===== config.mk =====
export PLATFORM = sky130hd
export DESIGN_NAME = apb_arb_master_flat
export DESIGN_NICKNAME = d
export VERILOG_FILES = /design/src/rtl/apb_pkg.sv /design/src/rtl/apb_arb_master_if.sv /design/src/rtl/apb_rr_arb.sv /design/src/rtl/apb_arb_master.sv /design/src/flat_wrapper.sv
export SDC_FILE = /design/constraint.sdc
export NUM_CORES = 1
export LEC_CHECK = 0
export BUFFER_PORTS_ARGS = -buffer_cell sky130_fd_sc_hd__buf_2
export CAP_MARGIN = 10
export CORE_AREA = 2 2 120 122
export DETAILED_ROUTE_END_ITERATION = 7
export DIE_AREA = 0 0 122 124
export GPL_ROUTABILITY_DRIVEN = 1
export HOLD_SLACK_MARGIN = 0.08
export PLACE_DENSITY = 0.72
export SYNTH_ARGS = -nofsm -noshare
export SYNTH_HDL_FRONTEND = slang
export SYNTH_SLANG_ARGS = --single-unit
export TNS_END_PERCENT = 10

===== constraint.sdc =====
create_clock -name PCLK -period 2.05 [get_ports PCLK]
set_input_delay 0.205 -clock PCLK [delete_from_list [all_inputs] [get_ports PCLK]]
set_output_delay 0.205 -clock PCLK [all_outputs]
set_load 0.01 [all_outputs]

===== src/rtl/apb_pkg.sv =====
// Shared APB definitions: transfer-phase state encoding, default bus widths and
// the two-way round-robin pick used by APB masters in this codebase.
package apb_pkg;

   typedef enum logic [1:0] {
      IDLE   = 2'd0,
      SETUP  = 2'd1,
      ACCESS = 2'd2
   } apb_state_e;

   localparam int APB_ADDR_W = 32;
   localparam int APB_DATA_W = 32;
   localparam int APB_CNT_W  = 8;

   // With both requesting, the index not granted last wins; otherwise the lone requester.
   function automatic logic rr_pick(input logic [1:0] req, input logic last);
      if (req == 2'b11) begin
         return ~last;
      end
      return req[1];
   endfunction

endpackage


===== src/rtl/apb_arb_master_if.sv =====
// APB bus bundle between the arbitrating master and a single APB slave.
interface apb_arb_master_if
   import apb_pkg::*;
#(
   parameter int ADDR_W = APB_ADDR_W,
   parameter int DATA_W = APB_DATA_W
);

   logic              PSEL;
   logic              PENABLE;
   logic              PWRITE;
   logic [ADDR_W-1:0] PADDR;
   logic [DATA_W-1:0] PWDATA;
   logic [DATA_W-1:0] PRDATA;
   logic              PREADY;
   logic              PSLVERR;

   modport master (
      output PSEL, PENABLE, PWRITE, PADDR, PWDATA,
      input  PRDATA, PREADY, PSLVERR
   );

   modport slave (
      input  PSEL, PENABLE, PWRITE, PADDR, PWDATA,
      output PRDATA, PREADY, PSLVERR
   );

endinterface


===== src/rtl/apb_rr_arb.sv =====
// Two-way round-robin arbiter; the last-grant pointer moves only when a grant is issued.
module apb_rr_arb
   import apb_pkg::*;
(
   input  logic       PCLK,
   input  logic       PRESETn,
   input  logic       i_en,
   input  logic [1:0] i_req,
   output logic       o_gnt_vld,
   output logic       o_gnt_idx
);

   logic r_last;

   assign o_gnt_vld = i_en & (|i_req);
   assign o_gnt_idx = rr_pick(i_req, r_last);

   // Pointer starts at 1 so requester 0 wins the first tie.
   always_ff @(posedge PCLK or negedge PRESETn) begin
      if (!PRESETn) begin
         r_last <= 1'b1;
      end else if (o_gnt_vld) begin
         r_last <= o_gnt_idx;
      end
   end

endmodule


===== src/rtl/apb_arb_master.sv =====
// Two-requester APB master: round-robin grant, registered SETUP/ACCESS sequencing,
// wait-state timeout, and a one-cycle response pulse to the granted requester.
module apb_arb_master
   import apb_pkg::*;
#(
   parameter int ADDR_W  = APB_ADDR_W,
   parameter int DATA_W  = APB_DATA_W,
   parameter int TIMEOUT = 16
) (
   input  logic              PCLK,
   input  logic              PRESETn,

   input  logic              req0_valid,
   input  logic              req0_write,
   input  logic [ADDR_W-1:0] req0_addr,
   input  logic [DATA_W-1:0] req0_wdata,
   output logic              req0_ready,
   output logic              resp0_valid,
   output logic [DATA_W-1:0] resp0_rdata,
   output logic              resp0_err,

   input  logic              req1_valid,
   input  logic              req1_write,
   input  logic [ADDR_W-1:0] req1_addr,
   input  logic [DATA_W-1:0] req1_wdata,
   output logic              req1_ready,
   output logic              resp1_valid,
   output logic [DATA_W-1:0] resp1_rdata,
   output logic              resp1_err,

   apb_arb_master_if.master  apb
);

   localparam logic [APB_CNT_W-1:0] WAIT_LAST = APB_CNT_W'(TIMEOUT - 1);

   apb_state_e            r_state, w_state_next;
   logic                  r_psel, w_psel_next;
   logic                  r_penable, w_penable_next;
   logic                  r_pwrite, w_pwrite_next;
   logic [ADDR_W-1:0]     r_paddr, w_paddr_next;
   logic [DATA_W-1:0]     r_pwdata, w_pwdata_next;
   logic                  r_owner, w_owner_next;
   logic [APB_CNT_W-1:0]  r_wait_cnt, w_wait_cnt_next;
   logic [1:0]            r_resp_valid, w_resp_valid_next;
   logic                  r_resp_err, w_resp_err_next;
   logic [DATA_W-1:0]     r_resp_rdata, w_resp_rdata_next;

   logic [1:0]            w_req_valid;
   logic [1:0]            w_req_write;
   logic [ADDR_W-1:0]     w_req_addr  [2];
   logic [DATA_W-1:0]     w_req_wdata [2];

   logic                  w_in_access;
   logic                  w_timeout;
   logic                  w_done;
   logic                  w_grant_en;
   logic                  w_gnt_vld;
   logic                  w_gnt_idx;

   assign w_req_valid    = {req1_valid, req0_valid};
   assign w_req_write    = {req1_write, req0_write};
   assign w_req_addr[0]  = req0_addr;
   assign w_req_addr[1]  = req1_addr;
   assign w_req_wdata[0] = req0_wdata;
   assign w_req_wdata[1] = req1_wdata;

   // PREADY on the last allowed wait cycle still completes normally.
   assign w_in_access = (r_state == ACCESS);
   assign w_timeout   = w_in_access & ~apb.PREADY & (r_wait_cnt == WAIT_LAST);
   assign w_done      = w_in_access & (apb.PREADY | w_timeout);
   assign w_grant_en  = PRESETn & ((r_state == IDLE) | w_done);

   apb_rr_arb u_arb (
      .PCLK      (PCLK),
      .PRESETn   (PRESETn),
      .i_en      (w_grant_en),
      .i_req     (w_req_valid),
      .o_gnt_vld (w_gnt_vld),
      .o_gnt_idx (w_gnt_idx)
   );

   always_comb begin
      w_state_next      = r_state;
      w_psel_next       = r_psel;
      w_penable_next    = r_penable;
      w_pwrite_next     = r_pwrite;
      w_paddr_next      = r_paddr;
      w_pwdata_next     = r_pwdata;
      w_owner_next      = r_owner;
      w_wait_cnt_next   = r_wait_cnt;
      w_resp_valid_next = 2'b00;
      w_resp_err_next   = 1'b0;
      w_resp_rdata_next = '0;

      case (r_state)
         IDLE: begin
            w_psel_next    = 1'b0;
            w_penable_next = 1'b0;
         end
         SETUP: begin
            w_state_next   = ACCESS;
            w_penable_next = 1'b1;
         end
         ACCESS: begin
            if (w_done) begin
               w_resp_valid_next[r_owner] = 1'b1;
               w_resp_err_next            = w_timeout | apb.PSLVERR;
               if (!w_timeout && !apb.PSLVERR && !r_pwrite) begin
                  w_resp_rdata_next = apb.PRDATA;
               end
               w_state_next   = IDLE;
               w_psel_next    = 1'b0;
               w_penable_next = 1'b0;
            end else begin
               w_wait_cnt_next = r_wait_cnt + 1'b1;
            end
         end
         default: begin
            w_state_next   = IDLE;
            w_psel_next    = 1'b0;
            w_penable_next = 1'b0;
         end
      endcase

      // A grant (from IDLE or on completion) overrides the return to IDLE.
      if (w_gnt_vld) begin
         w_state_next    = SETUP;
         w_psel_next     = 1'b1;
         w_penable_next  = 1'b0;
         w_pwrite_next   = w_req_write[w_gnt_idx];
         w_paddr_next    = w_req_addr[w_gnt_idx];
         w_pwdata_next   = w_req_wdata[w_gnt_idx];
         w_owner_next    = w_gnt_idx;
         w_wait_cnt_next = '0;
      end
   end

   always_ff @(posedge PCLK or negedge PRESETn) begin
      if (!PRESETn) begin
         r_state      <= IDLE;
         r_psel       <= 1'b0;
         r_penable    <= 1'b0;
         r_pwrite     <= 1'b0;
         r_paddr      <= '0;
         r_pwdata     <= '0;
         r_owner      <= 1'b0;
         r_wait_cnt   <= '0;
         r_resp_valid <= 2'b00;
         r_resp_err   <= 1'b0;
         r_resp_rdata <= '0;
      end else begin
         r_state      <= w_state_next;
         r_psel       <= w_psel_next;
         r_penable    <= w_penable_next;
         r_pwrite     <= w_pwrite_next;
         r_paddr      <= w_paddr_next;
         r_pwdata     <= w_pwdata_next;
         r_owner      <= w_owner_next;
         r_wait_cnt   <= w_wait_cnt_next;
         r_resp_valid <= w_resp_valid_next;
         r_resp_err   <= w_resp_err_next;
         r_resp_rdata <= w_resp_rdata_next;
      end
   end

   assign apb.PSEL    = r_psel;
   assign apb.PENABLE = r_penable;
   assign apb.PWRITE  = r_pwrite;
   assign apb.PADDR   = r_paddr;
   assign apb.PWDATA  = r_pwdata;

   assign req0_ready  = w_gnt_vld & ~w_gnt_idx;
   assign req1_ready  = w_gnt_vld &  w_gnt_idx;

   // Response registers are shared; each requester only sees them during its own pulse.
   assign resp0_valid = r_resp_valid[0];
   assign resp0_err   = r_resp_valid[0] & r_resp_err;
   assign resp0_rdata = r_resp_valid[0] ? r_resp_rdata : '0;
   assign resp1_valid = r_resp_valid[1];
   assign resp1_err   = r_resp_valid[1] & r_resp_err;
   assign resp1_rdata = r_resp_valid[1] ? r_resp_rdata : '0;

endmodule


===== src/flat_wrapper.sv =====
// flat-port wrapper written by rule: the top's interface ports become plain ports
module apb_arb_master_flat import apb_pkg::*;
#(
   parameter int ADDR_W  = APB_ADDR_W,
   parameter int DATA_W  = APB_DATA_W,
   parameter int TIMEOUT = 16
)
  (PCLK, PRESETn, req0_valid, req0_write, req0_addr, req0_wdata, req0_ready, resp0_valid, resp0_rdata, resp0_err, req1_valid, req1_write, req1_addr, req1_wdata, req1_ready, resp1_valid, resp1_rdata, resp1_err, apb_PSEL, apb_PENABLE, apb_PWRITE, apb_PADDR, apb_PWDATA, apb_PRDATA, apb_PREADY, apb_PSLVERR);
  apb_arb_master_if #(.ADDR_W(ADDR_W), .DATA_W(DATA_W)) apb_i ();
  input  logic PCLK;
  input  logic PRESETn;
  input  logic req0_valid;
  input  logic req0_write;
  input  logic [ADDR_W-1:0] req0_addr;
  input  logic [DATA_W-1:0] req0_wdata;
  output logic req0_ready;
  output logic resp0_valid;
  output logic [DATA_W-1:0] resp0_rdata;
  output logic resp0_err;
  input  logic req1_valid;
  input  logic req1_write;
  input  logic [ADDR_W-1:0] req1_addr;
  input  logic [DATA_W-1:0] req1_wdata;
  output logic req1_ready;
  output logic resp1_valid;
  output logic [DATA_W-1:0] resp1_rdata;
  output logic resp1_err;
  output wire logic [$bits(apb_i.PSEL)-1:0] apb_PSEL;
  output wire logic [$bits(apb_i.PENABLE)-1:0] apb_PENABLE;
  output wire logic [$bits(apb_i.PWRITE)-1:0] apb_PWRITE;
  output wire logic [$bits(apb_i.PADDR)-1:0] apb_PADDR;
  output wire logic [$bits(apb_i.PWDATA)-1:0] apb_PWDATA;
  input wire logic [$bits(apb_i.PRDATA)-1:0] apb_PRDATA;
  input wire logic [$bits(apb_i.PREADY)-1:0] apb_PREADY;
  input wire logic [$bits(apb_i.PSLVERR)-1:0] apb_PSLVERR;
  assign apb_PSEL = apb_i.PSEL;
  assign apb_PENABLE = apb_i.PENABLE;
  assign apb_PWRITE = apb_i.PWRITE;
  assign apb_PADDR = apb_i.PADDR;
  assign apb_PWDATA = apb_i.PWDATA;
  assign apb_i.PRDATA = apb_PRDATA;
  assign apb_i.PREADY = apb_PREADY;
  assign apb_i.PSLVERR = apb_PSLVERR;
  apb_arb_master #(.ADDR_W(ADDR_W), .DATA_W(DATA_W), .TIMEOUT(TIMEOUT)) u_core (.PCLK(PCLK), .PRESETn(PRESETn), .req0_valid(req0_valid), .req0_write(req0_write), .req0_addr(req0_addr), .req0_wdata(req0_wdata), .req0_ready(req0_ready), .resp0_valid(resp0_valid), .resp0_rdata(resp0_rdata), .resp0_err(resp0_err), .req1_valid(req1_valid), .req1_write(req1_write), .req1_addr(req1_addr), .req1_wdata(req1_wdata), .req1_ready(req1_ready), .resp1_valid(resp1_valid), .resp1_rdata(resp1_rdata), .resp1_err(resp1_err), .apb(apb_i));
endmodule

; Word level (Yosys, flattened, before mapping)
; Index checks and enable logic that the tools add are counted.
[totals]
regBits = 114
[op_classes]
addsub = 1
n_lt_le_gt_ge = 4
eq_ne = 8
n_mux = 33
bitwise = 16
reduce_logical = 12
[op_table]
columns = operator, n
row1 = $mux W32, 11
row2 = $mux W8, 3
row3 = $mux W1, 11
row4 = $and A1 B1 Y1, 9
row5 = $add A8 B1 Y8 const B, 1
row6 = $eq A8 B4 Y1 const B, 1
row7 = $mux W2, 4
row8 = $pmux W2 S3, 1
row9 = $reduce_and A2 Y1, 3
row10 = $eq A2 B2 Y1 const B, 2
row11 = $lt A1 B2 Y1 const B, 2
row12 = $ne A2 B1 Y1 const B, 2
row13 = $pmux W1 S2, 2
row14 = $logic_and A1 B1 Y1, 3
row15 = $logic_not A1 Y1, 3
row16 = $ne A3 B3 Y1 const B, 1
row17 = $not A1 Y1, 3
row18 = $or A1 B1 Y1, 3
row19 = $eq A2 B1 Y1 const B, 1
row20 = $ge A2 B2 Y1 const B, 1
row21 = $logic_not A2 Y1, 1
row22 = $ne A2 B2 Y1 const B, 1
row23 = $not A1 Y2, 1
row24 = $reduce_bool A2 Y1, 1
row25 = other kinds (3), 3

; Depth between registers and ports, before layout
; Gate-level depths: netlist of the first run.
[logic_depth]
depth_word = 10
mapped_depth = 8
mapped_depth_nobuf = 6

; Hierarchy
; From an unflattened synthesis of the first run, not the netlist that was laid out.
[unflattened]
hier_cells = 505
hier_area_um2 = 5300.1
[by_module_without_submodules]
columns = module, n_inst, cells_per_inst, area_each_um2, seq_area_each_um2
row1 = apb_arb_master, 1, 500, 5247.5, 2827.7
row2 = apb_rr_arb, 1, 5, 52.6, 26.3

; Worst setup path before layout of the first run
; OpenSTA, ideal clock, no wires.
[synth_path]
kind = register to output
start = register u_core.r_wait_cnt[0]
end = output port req0_ready
t_arrival_ns = 1.674
required_time_ns = 1.845
slack_ns = 0.171
path_stages_with_launch = 9
cell_sequence = dfrtp_1 -> ha_1 -> and3_1 -> clkbuf_1 -> a21oi_2 -> or2_1 -> buf_6 -> buf_6 -> a21oi_1
[synth_between]
elab_chain_len = 8
[synth_lines]
columns = element, line
row1 = start: declaration, apb_arb_master.sv:43  ; logic [APB_CNT_W-1:0] r_wait_cnt, w_wait_cnt_next;
row2 = start signal: assignment, apb_arb_master.sv:159  ; r_wait_cnt <= w_wait_cnt_next;
row3 = $eq A8 B4 Y1, apb_arb_master.sv:69  ; assign w_timeout = w_in_access & ~apb.PREADY & (r_wait_cnt == WAIT_LAST);
row4 = $and A1 B1 Y1, apb_arb_master.sv:69
row5 = $or A1 B1 Y1, apb_arb_master.sv:70  ; assign w_done = w_in_access & (apb.PREADY | w_timeout);
row6 = $and A1 B1 Y1, apb_arb_master.sv:70
row7 = $or A1 B1 Y1, apb_arb_master.sv:71  ; assign w_grant_en = PRESETn & ((r_state == IDLE) | w_done);
row8 = $and A1 B1 Y1, apb_arb_master.sv:71
row9 = $and A1 B1 Y1, apb_rr_arb.sv:15  ; assign o_gnt_vld = i_en & (|i_req);
row10 = $and A1 B1 Y1, apb_arb_master.sv:172  ; assign req0_ready = w_gnt_vld & ~w_gnt_idx;
row11 = end: declaration, flat_wrapper.sv:16  ; output logic req0_ready;
; Every way passes these cells.

; Worst setup path after layout of the first run
[layout_path]
start = register u_core.r_wait_cnt[4]
end = output port req0_ready
; The elaborated chain is that of the path after synthesis.

==> summary.md, run 1 <==
| Metric | Value |
|---|---|
| Status | `complete, no violations` |
| R2r setup slk | `0.04 ns` |
| WHS Path Cells | `3` |
| Vias in the first global route | `5,529` |
| Drt initial violations | `287` |
| EDFF count, synth | `0` |
| DRT antenna net count | `0` |
| Worst Setup Slack, final | `0.0361 ns` |
| Post-synthesis net count | `676` |
| GRT overflow | `0` |
| Syn avg cell area | `10.6 um^2` |
| Slowest cell on the critical path | `dfrtp_2` |
| Launching element type of the critical path | `flop` |
| Fin Hold WS | `0.0939 ns` |
| Total negative slack | `0 ns` |
| CTS root buf | `clkbuf_16` |
| First-pass GRT wire length | `27,800 um` |
| Num CTS Buffers | `17` |
| Clock tree sinks | `114` |
| Core area | `13,700 um^2` |
| Full die area | `15,100 um^2` |
| Worst Hold Class | `in -> reg` |
| Post-layout net count | `1,102` |
| DRC | `0` |
| Drt first pass iters | `5` |
| Total vias in the final route | `5,534` |
| Critical Path RT | `1.85 ns` |
| Final period utilization | `98.2%` |
| Most common flop cell mapped by yosys | `dfrtp_1` |
| Synth-to-layout area growth | `67.7%` |
| CTS tree | `yes` |
| Post-Synthesis Cells | `507` |
| Worst-path clk slew | `0.05 ns` |
| Maxcap violations | `0` |
| GP Congestion | `0.757` |
| Layout Skew | `0.00649 ns` |
| Crit path DAT | `1.81 ns` |
| Clock Latency Late Sink | `0.41 ns` |
| Reg2reg path depth | `6` |
| IO Pins | `305` |
| Pre-CTS setup slack | `0.153 ns` |
| Cell Area, Synth | `5400 um^2` |
| Critical Path Stages | `5` |
| Pwr/cell area | `870 nW/um^2` |
| Fin util | `65.9%` |
| Sequential element share of the synthesized area | `52.9%` |
| Asr flop ratio synth | `100%` |
| Starting Density | `39.3%` |
| Largest net degree at the start of global routing | `68` |
| Cell Rows | `43` |
| Power, Total | `7.87 mW` |
| Worst slew margin | `50.3%` |
| Vias/cell | `4.91` |
| Synth Warn # | `0` |
| H-tree Lvls | `4` |
| Final setup violation count | `0` |
| Period minus WS final | `2.01 ns` |
| Fraction of layout cells with a size suffix above 1 | `40.9%` |
| Measured slew at the worst slew-check pin | `0.745 ns` |
| Synth Register Bits | `114` |
| Detailed Route WL | `19,500 um` |
| Endpoint type of the worst setup path | `output port` |
| Crit path kind | `reg -> out` |
| Fmax | `0.497 GHz` |
| Post-synth cell types | `39` |
| Final hold vios | `0` |
| CP top delay family | `simple AND/OR/NAND/NOR gates` |
| Ant. Diodes | `0` |
| Post-DP HPWL | `11,600 um` |
| Final slew viol count | `0` |
| Port Buffers | `304` |
| CP bufs+invs | `1` |
| VDD IR-drop max | `0.505 mV` |
| Die width | `122 um` |
| Drt wl/cell | `17.3 um` |
| Cell Chain, Critical Path | `nor4_4 -> a21oi_4 -> or2_4 -> a21oi_2 -> buf_2` |
| Worst-case clock buffer depth | `2` |
| Worst-path maximum fanout | `4` |
| Unrepaired setup endpoints after global routing | `yes` |
| CP peak stage delay | `0.42 ns` |
| Chip height | `124 um` |
| Initial antenna violation count | `0` |
| Lkg Pwr | `4.76 nW` |
| GRT Util Overall | `24.2%` |
## registers in the layout (all words and copies together) (netlist names), 2 cells and up
| name | count |
|---|---|
| u_core.apb.PADDR | 32 |
| u_core.apb.PWDATA | 32 |
| u_core.r_resp_rdata | 32 |
| u_core.r_wait_cnt | 8 |
| u_core.r_resp_valid | 2 |
| u_core.r_state | 2 |
## cells in the final DEF (no fill, tap or decap), drive strengths merged
cell type    instances
nand3b               1
o21a                 1
ha                   1
o21ai              135
mux2i               66
or3b                 1
nor3b                3
a21oi                6
dfstp                1
xnor2                6
and2                98
dfrtp              113
and3                 1
a21boi               1
a211o                1
nand4b               1
bufinv               3
nor3                 3
nor4                 2
nor4b                1
nand2b               2
or2                  1
clkinvlp             3
clkinv               4
nor2                 9
o21bai               1
nand2                7
nand3                1
clkbuf              26
o211ai               1
buf                332
inv                  2
dlygate4sd3        111
a211oi               1
## cell families (layout without fill, tap and decap cells)
| group | count (synthesis) | in the layout | share of synthesized area (%) |
|---|---|---|---|
| compound gates | 147 | 147 | 14.6 |
| simple gates | 131 | 131 | 14.9 |
| mux | 66 | 66 | 12.2 |
| flops | 114 | 114 | 52.9 |
| xor+xnor | 6 | 6 | 0.974 |
| fa+ha+maj | 1 | 1 | 0.232 |
| buf+inv | 42 | 481 | 4.13 |
## worst min-delay path, stage by stage
cell and delay, ns:
buf_2 0.07, mux2i_1 0.06, o21ai_1 0.12
## per-stage QoR
step | instances | instance area (um^2)
CTS | 1112 | 8850
global placement | 968 | 7110
floorplan | 507 | 5400
detailed placement | 968 | 7110
global route | 1126 | 9050
finish | 1126 | 9050
## per-layer routing
| layer | routed length [um] | part of all wire [%] | global-route usage, % |
|---|---|---|---|
| met3 | 1570 | 8.0 | 7.28 |
| met1 | 7380 | 38 | 26.3 |
| met5 | 0 | 0 | 0 |
| met4 | 329 | 1.7 | 8.76 |
| met2 | 10200 | 52 | 44.4 |
## report_power, final
part	leakage [nW]	internal, mW	switching (mW)
sequential	1.47	2.64	0.208
combinational	3.00	0.957	1.03
clock	0.295	2.03	0.996
total	4.76	5.63	2.24
## synth_stat cells (all sizes together), types with 2 or more instances
library cell  count  share of area (%)
inv               2               0.14
nor4              2               0.51
nand2b            2               0.23
xnor2             6               0.97
o21ai           135                 13
dfrtp           113                 52
buf              11                2.0
a21oi             6               0.63
nand2             7               0.53
nor3              3               0.28
clkbuf           28                1.9
nor2              9               0.63
mux2i            66                 12
nor3b             3               0.42
and2             98                 11
## final timing paths
kind                                             startpoint                           endpoint
min                                           req1_addr[24]   u_core.apb.PADDR[24]$_DFFE_PN0P_
min reg2reg                      u_core.r_owner$_DFFE_PN0P_   u_core.r_resp_valid[0]$_DFF_PN0_
max                        u_core.r_wait_cnt[4]$_DFFE_PN0P_                         req0_ready
max in group asynchronous                           PRESETn  u_core.apb.PWDATA[21]$_DFFE_PN0P_
min in group asynchronous                           PRESETn   u_core.r_resp_rdata[7]$_DFF_PN0_
max reg2reg                 u_core.u_arb.r_last$_DFFE_PN1P_    u_core.apb.PADDR[6]$_DFFE_PN0P_
## what timing repair did
action / 4_1_cts / 5_1_grt
pin swaps: 3 / 3
setup buffers: 2 / 10
endpoints found under the hold margin: 131 / 1
endpoints found under the setup margin: 2 / 19
gates resized for setup: 3 / 9
hold buffers: 110 / 1
cloned: 0 / 3
## area by class of cell
class | instances | area [um^2]
clock buffer | 23 | 488
multi-input combinational | 351 | 2360
clock inverter | 9 | 128
fill | 1088 | 4670
inverter | 3 | 11.3
tap | 180 | 225
sequential | 114 | 2860
timing repair buffer | 446 | 2980
(Power assumes the default switching activity.)
==> run 2, diff against run 1 <==
--- a/config.mk
+++ b/config.mk
@@ -5,14 +5,14 @@
 export SDC_FILE = /design/constraint.sdc
 export NUM_CORES = 1
 export LEC_CHECK = 0
-export BUFFER_PORTS_ARGS = -buffer_cell sky130_fd_sc_hd__buf_2
 export CAP_MARGIN = 10
-export CORE_AREA = 2 2 120 122
+export CORE_AREA = 2 2 119 121
 export DETAILED_ROUTE_END_ITERATION = 7
-export DIE_AREA = 0 0 122 124
+export DIE_AREA = 0 0 121 123
+export DONT_BUFFER_PORTS = 1
 export GPL_ROUTABILITY_DRIVEN = 1
 export HOLD_SLACK_MARGIN = 0.08
-export PLACE_DENSITY = 0.72
+export PLACE_DENSITY_LB_ADDON = 0.25
 export SYNTH_ARGS = -nofsm -noshare
 export SYNTH_HDL_FRONTEND = slang
 export SYNTH_SLANG_ARGS = --single-unit
==> run 2 against run 1 <==
  * The run now fails in clock tree synthesis
  * Synthesized cell count unchanged
  * Area after synthesis unchanged
==> summary.md, run 2 <==
| Metric | Value |
|---|---|
| Synth top area cells | `dfrtp_1 (52%), mux2i_1 (12%), and2_1 (11%) (unchanged)` |
| Most numerous cell in the Yosys netlist | `dfrtp_1 (unchanged)` |
| Post-synthesis simple-gate area fraction | `14.9% (unchanged)` |
| Asr flop ratio synth | `100% (unchanged)` |
| IO Pins | `305 (unchanged)` |
| Mux cell area share after synthesis | `12.2% (unchanged)` |
| Stop stage | `clock tree synthesis` |
| Xor/xnor share of the synthesized area | `0.974% (unchanged)` |
| Cell Rows | `43 (unchanged)` |
| Status | `aborted with a tool error (was complete, no violations)` |
| Halt Reason | `[ERROR RSZ-0060] Max buffer count reached.` |
| Post-Synth Adder-Cell Area | `0.232% (unchanged)` |
| Hold buffers post-CTS | `140 (was 110)` |
| GP Congestion | `0.786 (was 0.757)` |
| Port Buffers | `0 (was 304)` |
| Post-DP Area | `5560 um^2 (was 7110 um^2)` |
| Post-DP HPWL | `9740 um (was 11,600 um)` |
| Num CTS Buffers | `17 (unchanged)` |
| Post-Synthesis Cells | `507 (unchanged)` |
| Synth Register Bits | `114 (unchanged)` |
| Synth Area in Compound Gates | `14.6% (unchanged)` |
| Synth Warn # | `0 (unchanged)` |
| Chip height | `123 um (was 124 um)` |
| Top cell type's share of synthesized area | `52.4% (unchanged)` |
| Most common flop cell mapped by yosys | `dfrtp_1 (unchanged)` |
| Die width | `121 um (was 122 um)` |
| Largest family of logic cells by synthesized area | `simple AND/OR/NAND/NOR gates (unchanged)` |
| Post-CTS Setup Inserts | `2 (unchanged)` |
| Pre-CTS setup slack | `0.109 ns (was 0.153 ns)` |
| EDFF count, synth | `0 (unchanged)` |
| Commonest cells post-synth | `dfrtp_1 (113), and2_1 (98), o21ai_0 (67), mux2i_1 (66), o21ai_1 (59) (unchanged)` |
| Syn avg cell area | `10.6 um^2 (unchanged)` |
| H-tree Lvls | `4 (unchanged)` |
| Resize count post-CTS | `6 (was 3)` |
| Clock tree sinks | `114 (unchanged)` |
| Starting Density | `39.6% (was 39.3%)` |
| Post-synthesis net count | `676 (unchanged)` |
| Worst-case clock buffer depth | `2 (unchanged)` |
| Sequential element share of the synthesized area | `52.9% (unchanged)` |
| Cell taking the most area after synthesis | `dfrtp_1 (unchanged)` |
| CTS root buf | `clkbuf_16 (unchanged)` |
| Post-synth cell types | `39 (unchanged)` |
| Cell Area, Synth | `5400 um^2 (unchanged)` |
-- run 2: cell counts after synthesis --
No cell type changed its count.
-- run 2: metrics by stage --
step	std cells	utilization, %
detailed placement	660	40.8
global placement	660	40.8
floorplan	507	-
-- run 2: cell families after synthesis --
logic type                 Yosys count
AOI/OAI and AO/OA                  147
and+or+nand+nor                    131
DFF                                114
muxes                               66
buffers and inverters               42
xor gates and xnor gates             6
adders and majority gates            1
==> run 3, diff against run 2 <==
--- a/config.mk
+++ b/config.mk
@@ -6,13 +6,12 @@
 export NUM_CORES = 1
 export LEC_CHECK = 0
 export CAP_MARGIN = 10
-export CORE_AREA = 2 2 119 121
+export CORE_MARGIN = 2
+export CORE_UTILIZATION = 40
 export DETAILED_ROUTE_END_ITERATION = 7
-export DIE_AREA = 0 0 121 123
 export DONT_BUFFER_PORTS = 1
 export GPL_ROUTABILITY_DRIVEN = 1
-export HOLD_SLACK_MARGIN = 0.08
-export PLACE_DENSITY_LB_ADDON = 0.25
+export PLACE_DENSITY_LB_ADDON = 0.15
 export SYNTH_ARGS = -nofsm -noshare
 export SYNTH_HDL_FRONTEND = slang
 export SYNTH_SLANG_ARGS = --single-unit
==> run 3 against run 2 <==
  * The flow now finishes, with violations (negative hold slack)
==> summary.md, run 3 (synthesis results as in run 1) <==
| Metric | Value |
|---|---|
| Status | `finished with violations (was aborted with a tool error)` |
| Failing checks | `negative hold slack` |
| VDD IR-drop max | `0.526 mV` |
| Launching element type of the critical path | `flop` |
| Drt first pass iters | `5` |
| Num CTS Buffers | `17 (unchanged)` |
| Vias in the first global route | `4,704` |
| Total vias in the final route | `4,540` |
| Unrepaired setup endpoints after global routing | `yes` |
| First-pass GRT wire length | `25,100 um` |
| Vias/cell | `5.38` |
| Fraction of layout cells with a size suffix above 1 | `11.5%` |
| Chip height | `120 um (was 123 um)` |
| Crit-path most repeated cell | `a21oi_4` |
| Die width | `120 um (was 121 um)` |
| Critical R2R Capture | `u_core.apb.PADDR[31]$_DFFE_PN0P_` |
| Fmax | `0.505 GHz` |
| H-tree Lvls | `4 (unchanged)` |
| Worst slew margin | `57.7%` |
| Ant. Diodes | `0` |
| Fin Hold WS | `-0.506 ns` |
| Largest net degree at the start of global routing | `116` |
| Drt wl/cell | `19.2 um` |
| Drt initial violations | `264` |
| Final hold vios | `114` |
| Finished Layout Cells | `844` |
| Commonest non-fill, non-tap cells in the layout | `dlygate4sd3_1 (142), dfrtp_1 (112), and2_1 (98)` |
| Lkg Pwr | `3.50 nW` |
| Maxcap violations | `0` |
| DRT antenna net count | `0` |
| Worst-case clock buffer depth | `2 (unchanged)` |
| GP Congestion | `0.767 (was 0.786)` |
| Final slew viol count | `0` |
| Measured slew at the worst slew-check pin | `0.635 ns` |
| Final setup violation count | `0` |
| GRT Util Overall | `22.7%` |
| Clock Latency Late Sink | `0.40 ns` |
| Worst-path maximum fanout | `7` |
| GRT overflow | `0` |
| Starting Density | `40.9% (was 39.6%)` |
| Post-layout net count | `824` |
| Cell Rows | `42 (was 43)` |
| Full die area | `14,400 um^2` |
| R2r startpoint | `u_core.r_wait_cnt[0]$_DFFE_PN0P_` |
| Reg2reg path depth | `6` |
| Slowest cell on the critical path | `dfrtp_2` |
| Post-DP HPWL | `9800 um (was 9740 um)` |
| Synth-to-layout area growth | `42.6%` |
| Worst-path clk slew | `0.05 ns` |
| R2r setup slk | `0.14 ns` |
| Final period utilization | `96.5%` |
| Worst Hold Class | `in -> async` |
| CTS tree | `yes` |
| Core area | `13,200 um^2` |
| Most common cell after layout, fill and taps aside | `dlygate4sd3_1` |
| Placed Cells | `663 (was 660)` |
| DRC | `0` |
| CTS root buf | `clkbuf_16 (unchanged)` |
| Crit path DAT | `1.77 ns` |
| Endpoint type of the worst setup path | `output port` |
| Critical path origin | `u_core.r_wait_cnt[4]$_DFFE_PN0P_` |
| Clock tree sinks | `114 (unchanged)` |
| Detailed Route WL | `16,200 um` |
| Critical Path RT | `1.85 ns` |
| IO Pins | `305 (unchanged)` |
| CP peak stage delay | `0.44 ns` |
| Crit path kind | `reg -> out` |
| Period minus WS final | `1.98 ns` |
| Cell Chain, Critical Path | `nor4_4 -> a21oi_4 -> or2_4 -> a21oi_4` |
| Port Buffers | `0 (unchanged)` |
| Initial antenna violation count | `0` |
| Pwr/cell area | `941 nW/um^2` |
| Layout Skew | `0.00771 ns` |
| Worst setup path end | `req0_ready` |
==> run 3: cell type report <==
class / count / area [um^2]
clock buffer: 22 / 484
clock inverter: 10 / 130
fill: 1088 / 5490
inverter: 3 / 11.3
multi-input combinational: 351 / 2370
sequential: 114 / 2860
tap: 176 / 220
timing repair buffer: 168 / 1630
==> run 3: power by group <==
part | leakage (nW) | total, mW | internal (mW) | switching (mW)
clock | 0.302 | 3.01 | 2.03 | 0.982
combinational | 1.72 | 1.11 | 0.561 | 0.550
sequential | 1.47 | 3.13 | 2.64 | 0.481
==> run 3: repair_timing <==
action / in CTS / in global routing
hold buffers: 137 / 5
endpoints found under the setup margin: 2 / 23
endpoints found under the hold margin: 200 / 118
pin swaps: 1 / 3
setup buffers: 0 / 7
gates resized for setup: 5 / 3
==> run 3: per-stage QoR <==
step           util [%]  total power, mW  area, um^2  worst slack [ns]  setup TNS [ns]
6_report           58.4             7.24        7700            0.0711               0
5_1_grt            58.4             7.62        7700           -0.0158         -0.0158
4_1_cts            57.5             7.28        7590           0.00917               0
3_5_place_dp       42.3             4.00        5580             0.165               0
3_3_place_gp       42.3             3.97        5580             0.229               0
2_1_floorplan         -             3.71        5400             0.171               0
==> run 3: how the worst min path moves through the flow <==
stage,startpoint,to,slack [ns],cells after the start
2_1_floorplan,PRESETn,u_core.apb.PADDR[0]$_DFFE_PN0P_,-0.09,0
3_3_place_gp,PRESETn,u_core.apb.PADDR[28]$_DFFE_PN0P_,-0.09,0
3_5_place_dp,PRESETn,u_core.apb.PWDATA[2]$_DFFE_PN0P_,-0.09,0
4_1_cts,PRESETn,u_core.apb.PWDATA[2]$_DFFE_PN0P_,-0.53,0
5_1_grt,PRESETn,u_core.apb.PWDATA[3]$_DFFE_PN0P_,-0.54,0
6_report,PRESETn,u_core.apb.PWDATA[2]$_DFFE_PN0P_,-0.51,0
==> run 3: layer usage <==
layer  global-route usage [%]  wire, um  part of all wire, %
met5                        0         0                    0
met1                     24.3      5880                   36
met4                     11.3       537                  3.3
met2                     39.2      8250                   51
met3                     8.56      1550                  9.5
==> run 3: worst max-delay path: cells and delay by family (launching register included) <==
family / cells / cell delay, ns
AOI/OAI and AO/OA: 2 / 0.25
DFF: 1 / 0.44
and+or+nand+nor: 2 / 0.67
==> run 4, diff against run 3 <==
--- a/config.mk
+++ b/config.mk
@@ -12,7 +12,9 @@
 export DONT_BUFFER_PORTS = 1
 export GPL_ROUTABILITY_DRIVEN = 1
 export PLACE_DENSITY_LB_ADDON = 0.15
+export SLEW_MARGIN = 15
 export SYNTH_ARGS = -nofsm -noshare
 export SYNTH_HDL_FRONTEND = slang
+export SYNTH_HIERARCHICAL = 1
 export SYNTH_SLANG_ARGS = --single-unit
 export TNS_END_PERCENT = 10
==> run 4 against run 3 <==
  * The run ends with negative hold slack, negative setup slack left
  * Worst hold slack lost 0.00086 ns
  * Utilization is 6.8 points lower
  * Global-route usage fell by 3.3 points
  * Final area down 12%
  * Die area fell by 1.7%
  * Non-clock buffer count decreased by 91
  * Clock skew increased by 0.0076 ns
  * Critical path type unchanged
  * Highest routed layer unchanged
==> summary.md, run 4 <==
| Metric | Value |
|---|---|
| Period minus WS final | `2.11 ns (was 1.98 ns)` |
| Total vias in the final route | `3,863 (was 4,540)` |
| GRT overflow | `0 (unchanged)` |
| Placed Cells | `664 (was 663)` |
| Largest net degree at the start of global routing | `116 (unchanged)` |
| Synth Warn # | `6 (was 0)` |
| Final hold vios | `114 (unchanged)` |
| Measured slew at the worst slew-check pin | `0.559 ns (was 0.635 ns)` |
| Fin Hold WS | `-0.506 ns (about the same)` |
| Status | `finished with violations (unchanged)` |
| Worst-case clock buffer depth | `2 (unchanged)` |
| Post-synth cell types | `40 (was 39)` |
| GRT Util Overall | `19.4% (was 22.7%)` |
| Post-synthesis net count | `674 (was 676)` |
| H-tree Lvls | `4 (unchanged)` |
| CP peak stage delay | `0.36 ns (was 0.44 ns)` |
| DRC | `0 (unchanged)` |
| GP Congestion | `0.765 (was 0.767)` |
| Clock tree sinks | `114 (unchanged)` |
| Worst Hold Class | `in -> async (unchanged)` |
| Post-Synthesis Cells | `505 (was 507)` |
| VDD IR-drop max | `0.526 mV (about the same)` |
| Drt wl/cell | `18.3 um (was 19.2 um)` |
| Synth-to-layout area growth | `27.4% (was 42.6%)` |
| Final setup violation count | `2 (was 0)` |
| Die width | `119 um (was 120 um)` |
| Worst-path maximum fanout | `4 (was 7)` |
| Design area | `6750 um^2 (was 7700 um^2)` |
| Failing checks | `negative hold slack, negative setup slack (was negative hold slack)` |
| Post-layout net count | `734 (was 824)` |
| Clock Latency Late Sink | `0.41 ns (was 0.40 ns)` |
| Endpoint type of the worst setup path | `output port (unchanged)` |
| Detailed Route WL | `13,800 um (was 16,200 um)` |
| Final period utilization | `103% (was 96.5%)` |
| Initial antenna violation count | `0 (unchanged)` |
| Critical Path RT | `1.85 ns (about the same)` |
| Starting Density | `40.5% (was 40.9%)` |
| Synth top area cells | `dfrtp_1 (53%), mux2i_1 (12%), and2_1 (12%) (was dfrtp_1 (52%), mux2i_1 (12%), and2_1 (11%))` |
| Fmax | `0.474 GHz (was 0.505 GHz)` |
| Vias in the first global route | `3,908 (was 4,704)` |
| Commonest non-fill, non-tap cells in the layout | `dfrtp_1 (113), and2_1 (98), a21oi_1 (70) (was dlygate4sd3_1 (142), dfrtp_1 (112), and2_1 (98))` |
| Pwr/cell area | `1010 nW/um^2 (was 941 nW/um^2)` |
| CTS tree | `yes (unchanged)` |
| Unrepaired setup endpoints after global routing | `yes (unchanged)` |
| Vias/cell | `5.12 (was 5.38)` |
| Most common cell after layout, fill and taps aside | `dfrtp_1 (was dlygate4sd3_1)` |
| Cell Chain, Critical Path | `ha_2 -> and4b_1 -> a21oi_2 -> a21oi_2 -> o21a_4 -> clkinvlp_4 -> nor2_4 (was nor4_4 -> a21oi_4 -> or2_4 -> a21oi_4)` |
| Top cell type's share of synthesized area | `53.4% (was 52.4%)` |
| Asr flop ratio synth | `100% (unchanged)` |
| Worst slew margin | `62.8% (was 57.7%)` |
| Num CTS Buffers | `17 (unchanged)` |
| Crit path DAT | `1.90 ns (was 1.77 ns)` |
| Sequential element share of the synthesized area | `53.8% (was 52.9%)` |
| Worst-path clk slew | `0.06 ns (was 0.05 ns)` |
| Total negative slack | `-0.105 ns (was 0 ns)` |
| Slowest cell on the critical path | `dfrtp_1 (was dfrtp_2)` |
| First-pass GRT wire length | `21,200 um (was 25,100 um)` |
| Final slew viol count | `0 (unchanged)` |
| Cell Rows | `42 (unchanged)` |
| DRT antenna net count | `0 (unchanged)` |
| Post-DP HPWL | `9290 um (was 9800 um)` |
| EDFF count, synth | `0 (unchanged)` |
| Worst Setup Slack, final | `-0.0580 ns (was 0.0711 ns)` |
| Crit path kind | `reg -> out (unchanged)` |
| Pre-CTS setup slack | `0.0870 ns (was 0.165 ns)` |
| Layout Skew | `0.0153 ns (was 0.00771 ns)` |
| Finished Layout Cells | `754 (was 844)` |
| Cell taking the most area after synthesis | `dfrtp_1 (unchanged)` |
| Lkg Pwr | `3.01 nW (was 3.50 nW)` |
| Drt initial violations | `206 (was 264)` |
| Port Buffers | `0 (unchanged)` |
| Synth Register Bits | `114 (unchanged)` |
| Fraction of layout cells with a size suffix above 1 | `12.6% (was 11.5%)` |
| CTS root buf | `clkbuf_16 (unchanged)` |
| Post-DP Area | `5570 um^2 (was 5580 um^2)` |
| Launching element type of the critical path | `flop (unchanged)` |
| Ant. Diodes | `0 (unchanged)` |
| Most numerous cell in the Yosys netlist | `dfrtp_1 (unchanged)` |
| Fin util | `51.6% (was 58.4%)` |
| Full die area | `14,200 um^2 (was 14,400 um^2)` |
| IO Pins | `305 (unchanged)` |
| Drt first pass iters | `6 (was 5)` |
| Cell Area, Synth | `5300 um^2 (was 5400 um^2)` |
| Commonest cells post-synth | `dfrtp_1 (113), and2_1 (99), a21oi_1 (73), nor2_1 (70), mux2i_1 (66) (was dfrtp_1 (113), and2_1 (98), o21ai_0 (67), mux2i_1 (66), o21ai_1 (59))` |
| Chip height | `119 um (was 120 um)` |
| Core area | `13,100 um^2 (was 13,200 um^2)` |
| Crit-path most repeated cell | `a21oi_2 (was a21oi_4)` |
| Syn avg cell area | `10.5 um^2 (was 10.6 um^2)` |
| Power, Total | `6.79 mW (was 7.24 mW)` |
| Most common flop cell mapped by yosys | `dfrtp_1 (unchanged)` |
| Maxcap violations | `0 (unchanged)` |
| Fillers | `1,160 (was 1,088)` |
[run 4: worst paths after layout]
kind	to	from	cells after the start	slack (ns)
worst max-delay path	req0_ready	u_core/r_wait_cnt[1]$_DFFE_PN0P_	7	-0.06
worst min-delay path	u_core/r_resp_rdata[15]$_DFF_PN0_	PRESETn	0	-0.51
worst max register to register	u_core/r_wait_cnt[3]$_DFFE_PN0P_	u_core/r_wait_cnt[1]$_DFFE_PN0P_	9	0.09
worst min register to register	u_core/r_resp_valid[0]$_DFF_PN0_	u_core/r_owner$_DFFE_PN0P_	1	0.52
max in group asynchronous	u_core/u_arb/r_last$_DFFE_PN1P_	PRESETn	0	2.27
min in group PCLK	u_core/apb.PWDATA[19]$_DFFE_PN0P_	req0_wdata[19]	2	0.01
[run 4: logic make-up (layout without fill, tap and decap cells)]
kind of cell,after synthesis,in the layout,share of synthesized area (%)
AOI/OAI and AO/OA,87,87,9.21
buffers and inverters,38,111,3.33
and+or+nand+nor,196,196,20.3
DFF,114,114,53.8
adders and majority gates,1,1,0.236
muxes,69,69,13.1
[run 4: what timing repair did]
item,4_1_cts,5_1_grt
gates cloned,1,1
hold endpoints to repair,155,115
hold buffers,46,1
setup endpoints to repair,2,56
setup buffers,6,3
pin swaps,4,4
resized for setup,6,5
[run 4: final cells by class]
| class | instances | area [um^2] | share of cell area [%] |
|---|---|---|---|
| Clock buffer | 22 | 464 | 6.88 |
| Clock inverter | 10 | 85.1 | 1.26 |
| Inverter | 2 | 11.3 | 0.167 |
| Multi-Input combinational cell | 353 | 2310 | 34.3 |
| Sequential cell | 114 | 2850 | 42.3 |
| Tap cell | 176 | 220 | 3.26 |
| Timing Repair Buffer | 77 | 803 | 11.9 |
[run 4: critical path, delay by kind of cell, from the launching register on]
family	cells	cell delay, ns
compound gates	3	0.44
flops	1	0.36
fa+ha+maj	1	0.18
simple gates	2	0.38
buf+inv	1	0.13
[run 4: report_power, final]
group / internal, mW / leakage, nW / switching (mW)
registers: 2.62 / 1.39 / 0.466
clock network: 1.72 / 0.262 / 1.01
logic: 0.494 / 1.36 / 0.481
[run 4: per-layer routing]
layer | vias to the layer above | GRT usage, % | part of all wire (%)
met3 | 12 | 6.85 | 9.2
li1 | 1824 | - | -
met2 | 197 | 32.2 | 49
met1 | 1830 | 22.9 | 40
met5 | - | 0 | 0
met4 | 0 | 7.66 | 1.3
